`config.mk`:
```
export PLATFORM = sky130hd
export DESIGN_NAME = fpu_normalizer_core
export DESIGN_NICKNAME = d
export VERILOG_FILES = /design/src/rtl/fpu_normalizer_core.sv
export SDC_FILE = /design/constraint.sdc
export NUM_CORES = 1
export LEC_CHECK = 0
export CAP_MARGIN = 40
export CORE_MARGIN = 10
export CORE_UTILIZATION = 40
export CTS_CLUSTER_SIZE = 24
export DETAILED_ROUTE_END_ITERATION = 12
export PLACE_DENSITY = 0.66
export SLEW_MARGIN = 20
export SYNTH_ARGS = -nofsm -noshare
export SYNTH_HDL_FRONTEND = slang
export SYNTH_SLANG_ARGS = --single-unit
```
`constraint.sdc`:
```
create_clock -name clk -period 8.1 [get_ports clk]
set_clock_uncertainty 0.2 [all_clocks]
set_input_delay 0.81 -clock clk [delete_from_list [all_inputs] [get_ports clk]]
set_output_delay 0.81 -clock clk [all_outputs]
set_load 0.01 [all_outputs]
```
`src/rtl/fpu_normalizer_core.sv`:
```
// -----------------------------------------------------------------------------
// fpu_normalizer_core
//
// Post-arithmetic normalization stage for IEEE-754 single precision.
// A 24-bit unnormalized significand (hidden-bit position at bit 23) is
// left-shifted until its leading one sits at bit 23. The biased exponent is
// reduced by the same shift amount. The stage produces the 23-bit stored
// fraction, the adjusted exponent and the overflow/underflow flags. All
// outputs are registered, one cycle after the input is accepted.
//
// Ports
//   clk                  in   1   sole clock, rising-edge active
//   rst_n                in   1   synchronous active-low reset
//   in_valid             in   1   mantissa/exponent valid this cycle
//   mantissa             in  24   unnormalized significand
//   exponent             in   8   biased exponent of mantissa
//   out_valid            out  1   outputs carry a new result this cycle
//   normalized_mantissa  out 23   stored fraction (hidden bit dropped)
//   normalized_exponent  out  8   adjusted biased exponent
//   overflow             out  1   exponent saturated to 8'hFF (infinity)
//   underflow            out  1   result flushed to zero
// -----------------------------------------------------------------------------
module fpu_normalizer_core (
  input  logic        clk,
  input  logic        rst_n,
  input  logic        in_valid,
  input  logic [23:0] mantissa,
  input  logic [7:0]  exponent,
  output logic        out_valid,
  output logic [22:0] normalized_mantissa,
  output logic [7:0]  normalized_exponent,
  output logic        overflow,
  output logic        underflow
);

  // Exponent value that encodes infinity, in the 9-bit working width.
  localparam logic [8:0] EXP_INF_WIDE = 9'h0FF;

  // Shift amount = number of zeros above the leading one. The loop runs
  // from the LSB upward so the highest set bit is the last one written and
  // wins. An all-zero input returns 0; the zero case is handled separately.
  function automatic logic [4:0] leading_zero_count(input logic [23:0] m);
    logic [4:0] cnt;
    cnt = 5'd0;
    for (int i = 0; i < 24; i++) begin
      if (m[i]) begin
        cnt = 5'(23 - i);
      end else begin
        cnt = cnt;
      end
    end
    return cnt;
  endfunction

  logic [4:0]  shift_s;
  logic [8:0]  exp_wide_s;
  logic        is_zero_s;
  logic        is_underflow_s;
  logic        is_overflow_s;
  logic [22:0] next_frac_s;
  logic [7:0]  next_exp_s;
  logic        next_ovf_s;
  logic        next_udf_s;

  logic        out_valid_r;
  logic [22:0] frac_r;
  logic [7:0]  exp_r;
  logic        ovf_r;
  logic        udf_r;

  // Leading-one detection and the 9-bit exponent difference. Working in
  // 9 bits means exponent < shift cannot wrap into a large positive value.
  always_comb begin
    shift_s        = leading_zero_count(mantissa);
    exp_wide_s     = {1'b0, exponent} - {4'b0000, shift_s};
    is_zero_s      = (mantissa == 24'd0);
    is_underflow_s = ({1'b0, exponent} <= {4'b0000, shift_s});
    is_overflow_s  = (exp_wide_s == EXP_INF_WIDE);
  end

  // Result selection in priority order: zero, underflow, overflow, normal.
  always_comb begin
    next_frac_s = 23'd0;
    next_exp_s  = 8'd0;
    next_ovf_s  = 1'b0;
    next_udf_s  = 1'b0;
    if (is_zero_s) begin
      next_frac_s = 23'd0;
      next_exp_s  = 8'd0;
    end else if (is_underflow_s) begin
      // No denormal output: anything that would reach exponent <= 0 is
      // flushed to zero.
      next_udf_s  = 1'b1;
    end else if (is_overflow_s) begin
      // This can only happen with exponent 8'hFF and no shift.
      next_exp_s  = 8'hFF;
      next_ovf_s  = 1'b1;
    end else begin
      // The shifted hidden bit lands on bit 23 and is dropped by truncation.
      next_frac_s = 23'(mantissa << shift_s);
      next_exp_s  = exp_wide_s[7:0];
    end
  end

  // Output register. Reset overrides in_valid. Without in_valid, only
  // out_valid drops and the data/flags hold their previous values.
  always_ff @(posedge clk) begin
    if (!rst_n) begin
      out_valid_r <= 1'b0;
      frac_r      <= 23'd0;
      exp_r       <= 8'd0;
      ovf_r       <= 1'b0;
      udf_r       <= 1'b0;
    end else if (in_valid) begin
      out_valid_r <= 1'b1;
      frac_r      <= next_frac_s;
      exp_r       <= next_exp_s;
      ovf_r       <= next_ovf_s;
      udf_r       <= next_udf_s;
    end else begin
      out_valid_r <= 1'b0;
    end
  end

  assign out_valid           = out_valid_r;
  assign normalized_mantissa = frac_r;
  assign normalized_exponent = exp_r;
  assign overflow            = ovf_r;
  assign underflow           = udf_r;

endmodule

```
### Yosys cells after proc, flatten, opt, wreduce, memory -nomap -nowiden

Cells that the tools add are included.

| word-level totals | value |
|---|---|
| register bits after elaboration | 34 |
| input bits | 35 |
| word-level logic and storage cells | 46 |

| operators by class | value |
|---|---|
| $add $sub $neg | 1 |
| order comparisons | 1 |
| equality and inequality tests | 1 |
| shift-type cells | 1 |
| mux-type cells | 36 |
| reductions and logical operators | 1 |

Operator list:

| cell | number |
|---|---|
| $mux W5 | 24 |
| $mux W23 | 3 |
| $logic_not A24 Y1 | 1 |
| $mux W8 | 3 |
| $shl A24 B5 Y23 | 1 |
| $eq A9 B8 Y1 const B | 1 |
| $sub A8 B5 Y9 | 1 |
| $le A8 B5 Y1 | 1 |
| $mux W1 | 6 |

### Depth between registers and ports, before layout

Gate-level depths: netlist of the first run.

| depth | value |
|---|---|
| depth after elaboration | 29 |
| mapped depth | 20 |
| gate-level depth less buffers | 16 |

### Worst setup path after synthesis of the first run

Ideal clock, no wire load.

| timing | value |
|---|---|
| kind | input to register |
| start point | input mantissa[1] |
| end point | register frac_r[11] (netlist: normalized_mantissa[11]) |
| library setup time | 115 ps |
| arrival | 4578 ps |
| required time | 7785 ps |
| path slack | 3208 ps |
| cell stages on the path | 19 |
| path through | nand2b_1 > a2111oi_0 > o221ai_1 > a21o_1 > buf_2 > inv_2 > buf_2 > buf_2 > ha_1 > inv_1 > fa_1 > a211oi_1 > o21ai_0 > or2_2 > o21ai_0 > nand4_1 > and3_1 > and3_1 > o21a_1 |

| between the ends | value |
|---|---|
| word-level cells in the longest chain between the ends | 28 |
| elaborated cells on any way between the ends | 31 |

Ends and longest elaborated chain:

| item | line | text |
|---|---|---|
| start, declared | 27 | `input logic [23:0] mantissa,` |
| $mux W5 (23 in a row) | 46 | `if (m[i]) begin` |
| $sub A8 B5 Y9 | 75 | `exp_wide_s = {1'b0, exponent} - {4'b0000, shift_s};` |
| $eq A9 B8 Y1 | 78 | `is_overflow_s = (exp_wide_s == EXP_INF_WIDE);` |
| $mux W23 | 94 | `end else if (is_overflow_s) begin` |
| $mux W23 | 90 | `end else if (is_underflow_s) begin` |
| $mux W23 * | 87 | `if (is_zero_s) begin` |
| end signal, assigned | 116 | `frac_r <= next_frac_s;` |
| end, declared | 66 | `logic [22:0] frac_r;` |

Every way passes the cells marked *; elsewhere a longest branch is shown, timed or not.
A chain may end at the register's enable or synchronous reset.

### Final worst setup path of the first run

| timing | value |
|---|---|
| start point | input mantissa[2] |
| end point | register frac_r[22] (netlist: normalized_mantissa[22]) |

| between the ends | value |
|---|---|
| word-level cells in the longest chain between the ends | 27 |
| elaborated cells on any way between the ends | 30 |

Ends and longest elaborated chain:

| item | line |
|---|---|
| $mux W5 (22 in a row) | 46 |
| $sub A8 B5 Y9 | 75 |
| $eq A9 B8 Y1 | 78 |
| $mux W23 | 94 |
| $mux W23 | 90 |
| $mux W23 * | 87 |

Marked as above.

==> metrics.md, run 1 <==
| Metric | Value |
|---|---|
| Hold Path Class | `flip-flop to flip-flop` |
| 1st-iter DRT viols | `324` |
| Pin slew with the least headroom to its limit | `about 700 ps` |
| # IOs | `69` |
| R2R Path Start | `normalized_mantissa[18]` |
| Pre-CTS setup slack | `1961 ps` |
| Total wire length | `10240 um` |
| RSZ-0062 raised after global routing | `no` |
| Hold buffers post-CTS | `0` |
| Inserted Clock Buffers | `5` |
| Die area | `11430 um^2` |
| Final HPWL DP | `7957 um` |
| Die height | `106.9 um` |
| Final number of setup-violating endpoints | `0` |
| CTS tree | `done` |
| Starting Density | `between 40% and 50%` |
| First-pass GRT wire length | `between 15000 and 20000 um` |
| Area delta synth->final | `27.46%` |
| GRT Overall Usage | `17.41%` |
| Max-Cap Viols | `0` |
| Synth top area share | `22.54%` |
| ANT nets after route | `0` |
| DR pass1 iterations | `5` |
| Grt ovf | `0` |
| Post-synthesis compound-gate area fraction | `34.42%` |
| Layout cells sized above 1 | `6.926%` |
| Number of synthesized flops with an enable pin | `0` |
| Leak | `~0.0014 uW` |
| Avg Inst Size Synth | `7.403 um^2` |
| Critical path capture point type | `flip-flop` |
| Hold wc startpoint | `normalized_exponent[7]` |
| Clk buf depth | `2` |
| Critical Path AT | `5890 ps` |
| Post-Synth Simple-Gate Area | `24.28%` |
| Max Slew Vio Count | `0` |
| Multiplexer share of the synthesized area | `between 8 and 9%` |
| Asr flop ratio synth | `0%` |
| Syn Nets | `450` |
| # port buffers | `a little under 70` |
| Synth Area in Adders | `3.148%` |
| Antenna cell count | `0` |
| Syn Std Cell Area | `3020 um^2` |
| Root Buffer | `clkbuf_8` |
| Synth warn | `0` |
| Gp weighted congestion | `0.9217` |
| Average wire per standard cell | `18.26 um` |
| R2R Setup Slk | `6940 ps` |
| Dominant cell type by area after synthesis | `dfxtp_1` |
| Setup TNS | `0 ps` |
| Final worst slack | `2180 ps` |
| Main flop type after synthesis | `dfxtp_1` |
| Row cnt | `31` |
| Worst r2r dst | `normalized_mantissa[18]` |
| Final Cell Area | `between 3000 and 4000 um^2` |
| H-tree depth | `2` |
| Seq cells post-synth | `34` |
| Core area | `between 7000 and 8000 um^2` |
| Hold Path Sink | `normalized_exponent[7]` |
| CP Max Fanout | `25` |
| Register area share after synthesis | `approximately 23%` |
| Leading cell types by count after synthesis | `46 x nand2_1, 41 x nor2_1, 34 x dfxtp_1` |
| Worst reg-to-reg path cell count | `2` |
| Synth Area in XOR/XNOR | `less than 1%` |
| # fillers | `757` |
| Outcome | `completed` |
| Worst path required time | `8070 ps` |
| Most common cell in the netlist | `nand2_1` |
| DR vias/cell | `6.100` |
| Largest family of logic cells by synthesized area | `compound AO/OA/AOI/OAI gates` |
| Post_cts resized | `0` |
| Synth unique cells | `68` |
| Via count of the routed design | `3422` |
| Mapped Cells | `408` |
| Pwr/cell area | `136.6 nW/um^2` |
| Period utilization | `73.08%` |
| Period minus WS final | `~5900 ps` |
| Slew Limit Headroom | `53.28%` |
| Worst hold path stage count | `2` |
| Post-CTS Setup Inserts | `0` |
| Worst Setup Path Type | `input port to flip-flop` |
| Die W | `106.9 um` |
| Vias in the first global route | `3311` |
| Placed inst area | `3726 um^2` |
| Startpoint Class | `input port` |
| Worst vdd ir | `0.1283 mV` |
| Synth area leaders | `dfxtp_1 23%, nand2_1 5.7%, nor2_1 5.1%` |
| Final hold violation count | `0` |
| Initial antenna violation count | `0` |
| Clk Latency, worst-skew pair | `290 ps` |
| DR DRC count | `0` |
| Reg clk slew, reported paths | `70 ps` |
| CTS sink cnt | `34` |
| Final net count | `503` |
| FMAX | `168.9 MHz` |
| Pin count of the biggest net entering global routing | `31` |
[worst max-delay path, cell delays in order]
cell             delay, ps
clkdlybuf4s50_1        610
nor2_1                  60
a2111oi_0              550
o221ai_1               250
a21o_1                 420
inv_2                  430
ha_1                   230
inv_1                   70
fa_1                   440
a211oi_1               330
o21ai_0                160
or2_2                  310
o21ai_0                160
nand4_1                330
nand3_1                350
a211oi_1                80
a211o_1                300
[metrics by stage]
stage / cells / total power, uW / utilization (%) / hold slack, ps
after floorplan: 408 / 296.5 / - / 269.7
after global placement: 551 / 372.5 / 51.00 / 251.4
after detailed placement: 552 / 373.5 / 51.10 / 247.6
after CTS: 560 / 525.5 / 52.59 / 265.4
after global routing: 561 / 553.3 / 52.80 / 280.8
final: 561 / 526.0 / 52.80 / 261.0
[cell usage in the layout (no fill, tap or decap), types with 7 or more instances in the layout]
cell,instances
mux2_2,8
o21a_1,11
clkdlybuf4s50_1,68
o211ai_1,11
o21ai_0,18
nor2_1,41
inv_1,13
mux2i_1,14
a22oi_1,7
a211oi_1,9
a21oi_1,28
nand2_1,46
nor3_1,9
and3_1,7
dfxtp_1,34
nand3_1,17
[report_power, final]
part           leakage [uW]  internal, uW  switching (uW)  total, uW
registers          0.000280           180            7.16        187
logic               0.00110          85.4             101        187
clock network     0.0000579          90.5            62.0        152
total               0.00144           355             171        526
[worst max path at each step]
stage | startpoint | to | slack [ps] | depth (start not counted)
2_1_floorplan | mantissa[1] | normalized_mantissa[11] | 3210 | 19
3_3_place_gp | mantissa[2] | normalized_mantissa[22] | 2010 | 17
3_5_place_dp | mantissa[2] | normalized_mantissa[11] | 1960 | 17
4_1_cts | mantissa[2] | normalized_mantissa[11] | 2250 | 17
5_1_grt | mantissa[2] | normalized_mantissa[5] | 1720 | 17
6_report | mantissa[2] | normalized_mantissa[22] | 2180 | 17
[kinds of logic after synthesis]
logic type / Yosys count
compound gates: 145
xor+xnor: 3
simple gates: 153
buf+inv: 42
flops: 34
mux: 24
fa+ha+maj: 7
[metal layers]
layer / global-route usage, % / part of all wire, % / vias to the layer above
li1: - / - / 1664
met1: 22.70 / 44 / 1573
met2: 28.97 / 47 / 170
met3: 3.593 / 7.8 / 15
met4: 3.385 / 0.93 / 0
met5: 0 / 0 / -
[flip-flops by register name, indices dropped and copies added, names as in the netlist]
name	flops
overflow	1
normalized_exponent	8
normalized_mantissa	23
underflow	1
out_valid	1
[cell type report]
type	count	area [um^2]	share of cell area, %
Multi-Input combinational cell	332	2162	56.16
Inverter	17	63.81	1.657
Timing Repair Buffer	71	710.7	18.46
Clock inverter	3	40.04	1.040
Tap cell	99	123.9	3.217
Clock buffer	5	68.82	1.787
Sequential cell	34	680.7	17.68
Power figures use the tool's default switching activity.
==> inputs of run 2 (changes only) <==
--- a/config.mk
+++ b/config.mk
@@ -10,7 +10,7 @@
 export CORE_UTILIZATION = 40
 export CTS_CLUSTER_SIZE = 24
 export DETAILED_ROUTE_END_ITERATION = 12
-export PLACE_DENSITY = 0.66
+export PLACE_DENSITY = 0.69
 export SLEW_MARGIN = 20
 export SYNTH_ARGS = -nofsm -noshare
 export SYNTH_HDL_FRONTEND = slang
==> constraint.sdc (replaced) <==
create_clock -name clk -period 5.17 [get_ports clk]
set_clock_uncertainty 0.2 [all_clocks]
set_input_delay 0.517 -clock clk [delete_from_list [all_inputs] [get_ports clk]]
set_output_delay 0.517 -clock clk [all_outputs]
set_load 0.01 [all_outputs]
==> run 2 against run 1 <==
Effect of this change:
- highest routed layer unchanged
- final cell count rose by 2.7%
- first-iteration DRC count up 39%
- flip-flop and latch count is the same
- global-route usage rose by 0.59 points
- die area is the same
- critical path type unchanged
- power increased by 60%
- largest power group is now combinational logic
==> metrics.md, run 2 (synthesized netlist as in run 1, its figures left out) <==
| Metric | Value |
|---|---|
| Outcome | `completed` |
| Final worst slack | `544.8 ps (-1636 ps)` |
| Gp weighted congestion | `0.9762 (+5.9%)` |
| CTS sink cnt | `34 (unchanged)` |
| Average wire per standard cell | `18.69 um (+2.4%)` |
| Layout cells sized above 1 | `9.853% (+2.9 points)` |
| Worst Setup Path Type | `input port to flip-flop` |
| Worst path required time | `5150 ps (-2920 ps)` |
| Pwr/cell area | `211.5 nW/um^2 (+55%)` |
| Max FFs per register | `23 (unchanged)` |
| Leak | `0.001499 uW (+4.3%)` |
| Row cnt | `31 (unchanged)` |
| Die W | `106.9 um (unchanged)` |
| Max Slew Vio Count | `0 (unchanged)` |
| CP Max Fanout | `7 (-72%)` |
| Setup TNS | `0 ps (unchanged)` |
| Area delta synth->final | `31.36%` |
| First-pass GRT wire length | `17260 um (+2.9%)` |
| Final net count | `518 (+3.0%)` |
| Die height | `106.9 um (unchanged)` |
| Inserted Clock Buffers | `5 (unchanged)` |
| Worst vdd ir | `0.1076 mV (-16%)` |
| DR DRC count | `0 (unchanged)` |
| Post_cts resized | `0 (unchanged)` |
| Pre-CTS setup slack | `284.2 ps (-1677 ps)` |
| # port buffers | `68 (unchanged)` |
| Register area | `680.7 um^2 (unchanged)` |
| Reg clk slew, reported paths | `80 ps (about the same)` |
| Critical path capture point type | `flip-flop` |
| Crit path launch | `mantissa[4]` |
| 1st-iter DRT viols | `450 (+39%)` |
| WHS | `265.3 ps (+4.264 ps)` |
| Period minus WS final | `4625 ps` |
| Vias in the first global route | `3365 (+1.6%)` |
| Multi-input gate area | `2162 um^2 (unchanged)` |
| H-tree depth | `2 (unchanged)` |
| GRT Overall Usage | `18.00% (+0.59 points)` |
| Critical Path AT | `4610 ps (-1280 ps)` |
| # fillers | `744 (-1.7%)` |
| DR vias/cell | `6.200 (+1.6%)` |
| Grt ovf | `0 (unchanged)` |
| ANT nets after route | `0 (unchanged)` |
| Pin count of the biggest net entering global routing | `31 (unchanged)` |
| Hold Path Class | `flip-flop to flip-flop` |
| Via count of the routed design | `3571 (+4.4%)` |
| Commonest non-fill, non-tap cell in the layout | `clkdlybuf4s50_1` |
| Hold buffers post-CTS | `0 (unchanged)` |
| Pin slew with the least headroom to its limit | `721.4 ps (+24.97 ps)` |
| Antenna cell count | `0 (unchanged)` |
| Final hold violation count | `0 (unchanged)` |
| Final number of setup-violating endpoints | `0 (unchanged)` |
| Root Buffer | `clkbuf_8` |
| DR pass1 iterations | `5 (unchanged)` |
| Post-CTS Setup Inserts | `0 (unchanged)` |
| Initial antenna violation count | `0 (unchanged)` |
| Total wire length | `10760 um (+5.1%)` |
| Hold wc startpoint | `underflow` |
| Period utilization | `about nine tenths` |
| FMAX | `216.2 MHz` |
| Starting Density | `41.42% (unchanged)` |
| Commonest non-fill, non-tap cells in the layout | `68 x clkdlybuf4s50_1, 46 x nand2_1, 41 x nor2_1, 34 x dfxtp_1, 28 x a21oi_1` |
| Startpoint Class | `input port` |
| Clk Latency, worst-skew pair | `280 ps (about the same)` |
| Die area | `11430 um^2 (unchanged)` |
| R2R Path Start | `normalized_mantissa[16]` |
| Slew Limit Headroom | `51.46% (-1.8 points)` |
| Final HPWL DP | `8324 um (+4.6%)` |
| Core area | `7292 um^2 (unchanged)` |
| Max-Cap Viols | `0 (unchanged)` |
| Clk buf depth | `2 (unchanged)` |
| RSZ-0062 raised after global routing | `no` |
| CTS tree | `done` |
| # IOs | `69 (unchanged)` |
run 2: cell count changes in the layout (fill, tap and decap cells not counted), sizes merged:
cell      change
buf          +15
clkinvlp      +2
clkinv        -2
run 2: cell type report:
cell class / count / share of cell area [%]
multi-input cells: 332 / 54.49
repair buffers: 86 / 20.75
flip-flops and latches: 34 / 17.16
well taps: 99 / 3.122
clock buffers: 5 / 1.734
inverters: 17 / 1.608
clock inverters: 3 / 1.135
run 2: stage by stage:
step / util [%] / instance area (um^2) / power, uW / instances
after floorplan: - / 3020 / 464.6 / 408
after global placement: 52.64 / 3839 / 590.4 / 567
after detailed placement: 52.64 / 3839 / 592.2 / 567
after CTS: 54.20 / 3953 / 839.5 / 575
after global routing: 54.41 / 3968 / 883.2 / 576
final: 54.41 / 3968 / 839.1 / 576
run 2: final timing paths:
kind,endpoint,slack [ps],cells after the start
max,normalized_mantissa[11],540,17
max reg2reg,normalized_mantissa[16],3960,2
min,underflow,270,2
min reg2reg,underflow,270,2
run 2: critical path, cell delays in order:
cell and delay (ps):
clkdlybuf4s50_1 590, nor2_1 70, a2111oi_0 430, o221ai_1 210
a21o_1 240, inv_2 60, ha_1 130, inv_1 60
fa_1 450, a211oi_1 300, o21ai_0 140, or2_2 300
o21ai_0 140, nand4_1 260, and3_1 330, and3_1 190
o21a_1 180
run 2: routing by layer:
metal,track usage [%],up-vias,routed length (um)
li1,-,1693,-
met1,23.85,1701,4719
met2,29.19,160,5038
met3,4.072,17,854
met4,3.578,0,150
met5,0,-,0
run 2: power by group:
group	switching [uW]	total (uW)	internal (uW)
Sequential	10.9	292	281
Combinational	161	300	139
Clock	104	248	143
==> inputs of run 3 (changes only) <==
--- a/config.mk
+++ b/config.mk
@@ -10,7 +10,9 @@
 export CORE_UTILIZATION = 40
 export CTS_CLUSTER_SIZE = 24
 export DETAILED_ROUTE_END_ITERATION = 12
-export PLACE_DENSITY = 0.69
+export DONT_BUFFER_PORTS = 1
+export RECOVER_POWER = 25
+export SKIP_CTS_REPAIR_TIMING = 1
 export SLEW_MARGIN = 20
 export SYNTH_ARGS = -nofsm -noshare
 export SYNTH_HDL_FRONTEND = slang
==> run 3 against run 2 <==
Effect of this change:
- clock power up 18%
- final cell count down 13%
- count of clock-buffer cells in the layout unchanged
- non-clock buffer count down 74
- via count down 8.1%
- hold slack worse by 110 ps
- design area down 18%
- setup slack better by 110 ps
- flip-flop and latch count unchanged
- global-route usage down 0.67 points
- largest cell class unchanged
==> metrics.md, run 3 (synthesized netlist as in run 1, its figures left out) <==
| Metric | Value |
|---|---|
| FMAX | `221.6 MHz (+2.5%)` |
| CP max stage cell | `a2111oi_0` |
| DR vias/cell | `6.538 (+5.5%)` |
| Reg clk slew, reported paths | `70 ps (about the same)` |
| Die height | `106.9 um (unchanged)` |
| First-pass GRT wire length | `16470 um (-4.6%)` |
| Period minus WS final | `4512 ps (-113.4 ps)` |
| RSZ-0062 raised after global routing | `no` |
| Gp weighted congestion | `0.8877 (-9.1%)` |
| H-tree depth | `2 (unchanged)` |
| Critical path capture point type | `flip-flop` |
| Hold Path Class | `input port to flip-flop` |
| Max Slew Vio Count | `0 (unchanged)` |
| CTS tree | `done` |
| Slew Limit Headroom | `53.23% (+1.8 points)` |
| DR pass1 iterations | `5 (unchanged)` |
| CP peak stage delay | `610 ps (+20 ps)` |
| Critical Path AT | `4480 ps (-130 ps)` |
| 1st-iter DRT viols | `423 (-6.0%)` |
| Crit-path cells | `nor2b_1, a2111oi_0, o221ai_1, a21o_1, inv_2, ha_1, inv_1, fa_1, a211oi_1, o21ai_0, or2_2, o21ai_0, nand4_1, and3_1, and3_1, o21a_1` |
| ANT nets after route | `0 (unchanged)` |
| Pin slew with the least headroom to its limit | `695.6 ps (-25.83 ps)` |
| Pwr/cell area | `245.9 nW/um^2 (+16%)` |
| GRT Overall Usage | `17.34% (-0.67 points)` |
| # port buffers | `0 (-100%)` |
| Antenna cell count | `0 (unchanged)` |
| Worst vdd ir | `0.1902 mV (+77%)` |
| Inserted Clock Buffers | `5 (unchanged)` |
| Commonest non-fill, non-tap cells in the layout | `46 x nand2_1, 41 x nor2_1, 34 x dfxtp_1, 28 x a21oi_1, 18 x o21ai_0` |
| Die W | `106.9 um (unchanged)` |
| Leak | `0.001238 uW (-17%)` |
| CTS sink cnt | `34 (unchanged)` |
| Total wire length | `10340 um (-4.0%)` |
| Starting Density | `41.42% (unchanged)` |
| Final hold violation count | `0 (unchanged)` |
| Initial antenna violation count | `0 (unchanged)` |
| Layout cells sized above 1 | `10.17% (+0.32 points)` |
| Period utilization | `87.27% (-2.2 points)` |
| Commonest non-fill, non-tap cell in the layout | `nand2_1` |
| Die area | `11430 um^2 (unchanged)` |
| Max-Cap Viols | `0 (unchanged)` |
| # IOs | `69 (unchanged)` |
| Setup TNS | `0 ps (unchanged)` |
| Root Buffer | `clkbuf_8` |
| Clk buf depth | `2 (unchanged)` |
| Startpoint Class | `input port` |
| Grt ovf | `0 (unchanged)` |
| Clk Latency, worst-skew pair | `280 ps (about the same)` |
| Vias in the first global route | `3074 (-8.6%)` |
| Final net count | `444 (-14%)` |
| Pin count of the biggest net entering global routing | `29 (-6.5%)` |
| Row cnt | `31 (unchanged)` |
| Average wire per standard cell | `20.59 um (+10%)` |
| CP Max Fanout | `9 (+2)` |
| Final number of setup-violating endpoints | `0 (unchanged)` |
| Max FFs per register | `23 (unchanged)` |
| Outcome | `completed` |
| DR DRC count | `0 (unchanged)` |
| Core area | `7292 um^2 (unchanged)` |
| Area delta synth->final | `8.119%` |
| Via count of the routed design | `3282 (-8.1%)` |
| Worst path required time | `5140 ps (about the same)` |
| Util after Layout | `44.78% (-9.6 points)` |
| Final HPWL DP | `8088 um (-2.8%)` |
| Worst Setup Path Type | `input port to flip-flop` |
[run 3: changes by cell type in the layout (fill, tap and decap cells not counted), sizes merged]
cell,delta
buf,-6
clkinvlp,-2
clkinv,+1
bufinv,+1
clkdlybuf4s50,-68
[run 3: power by group]
group	total, uW	internal (uW)	switching [uW]
clock network	292	193	99.1
registers	305	281	24.2
logic	205	85.6	120
total	803	560	243
[run 3: stage by stage]
stage               setup WS (ps)  std cells  cell area [um^2]  power (uW)  hold WS [ps]
floorplan                   570.6        408              3020       464.6         269.7
global placement            480.7        493              3113       512.1         309.3
detailed placement          508.1        494              3128       514.3         305.3
CTS                         790.5        502              3266       803.4         157.1
global route                359.7        502              3266       840.9         159.8
finish                      658.2        502              3266       803.2         159.8
[run 3: area by class of cell]
class / count / area [um^2]
sequential: 34 / 680.7
clock buffer: 5 / 68.82
tap: 99 / 123.9
multi-input combinational: 332 / 2162
clock inverter: 3 / 68.82
inverter: 17 / 63.81
fill: 762 / 4026
timing repair buffer: 12 / 97.59
[run 3: final timing paths]
check	cells after the start	from	slack (ps)	end
worst max-delay path	16	mantissa[3]	660	normalized_mantissa[11]
worst min-delay path	1	rst_n	160	normalized_exponent[0]
worst max register to register	2	normalized_mantissa[18]	3980	normalized_mantissa[18]
worst min register to register	2	underflow	320	underflow
[run 3: per-layer routing]
metal / vias up / track usage [%] / share of wire, %
met5: - / 0 / 0
met4: 0 / 4.352 / 1.7
met1: 1554 / 21.38 / 40
li1: 1535 / - / -
met2: 177 / 29.19 / 48
met3: 16 / 4.611 / 10
[run 3: critical path: cells and delay by family]
family,cells,cell delay (ps)
AOI/OAI and AO/OA,7,1910
adders and majority gates,2,570
buffers and inverters,2,140
and+or+nand+nor,5,1320
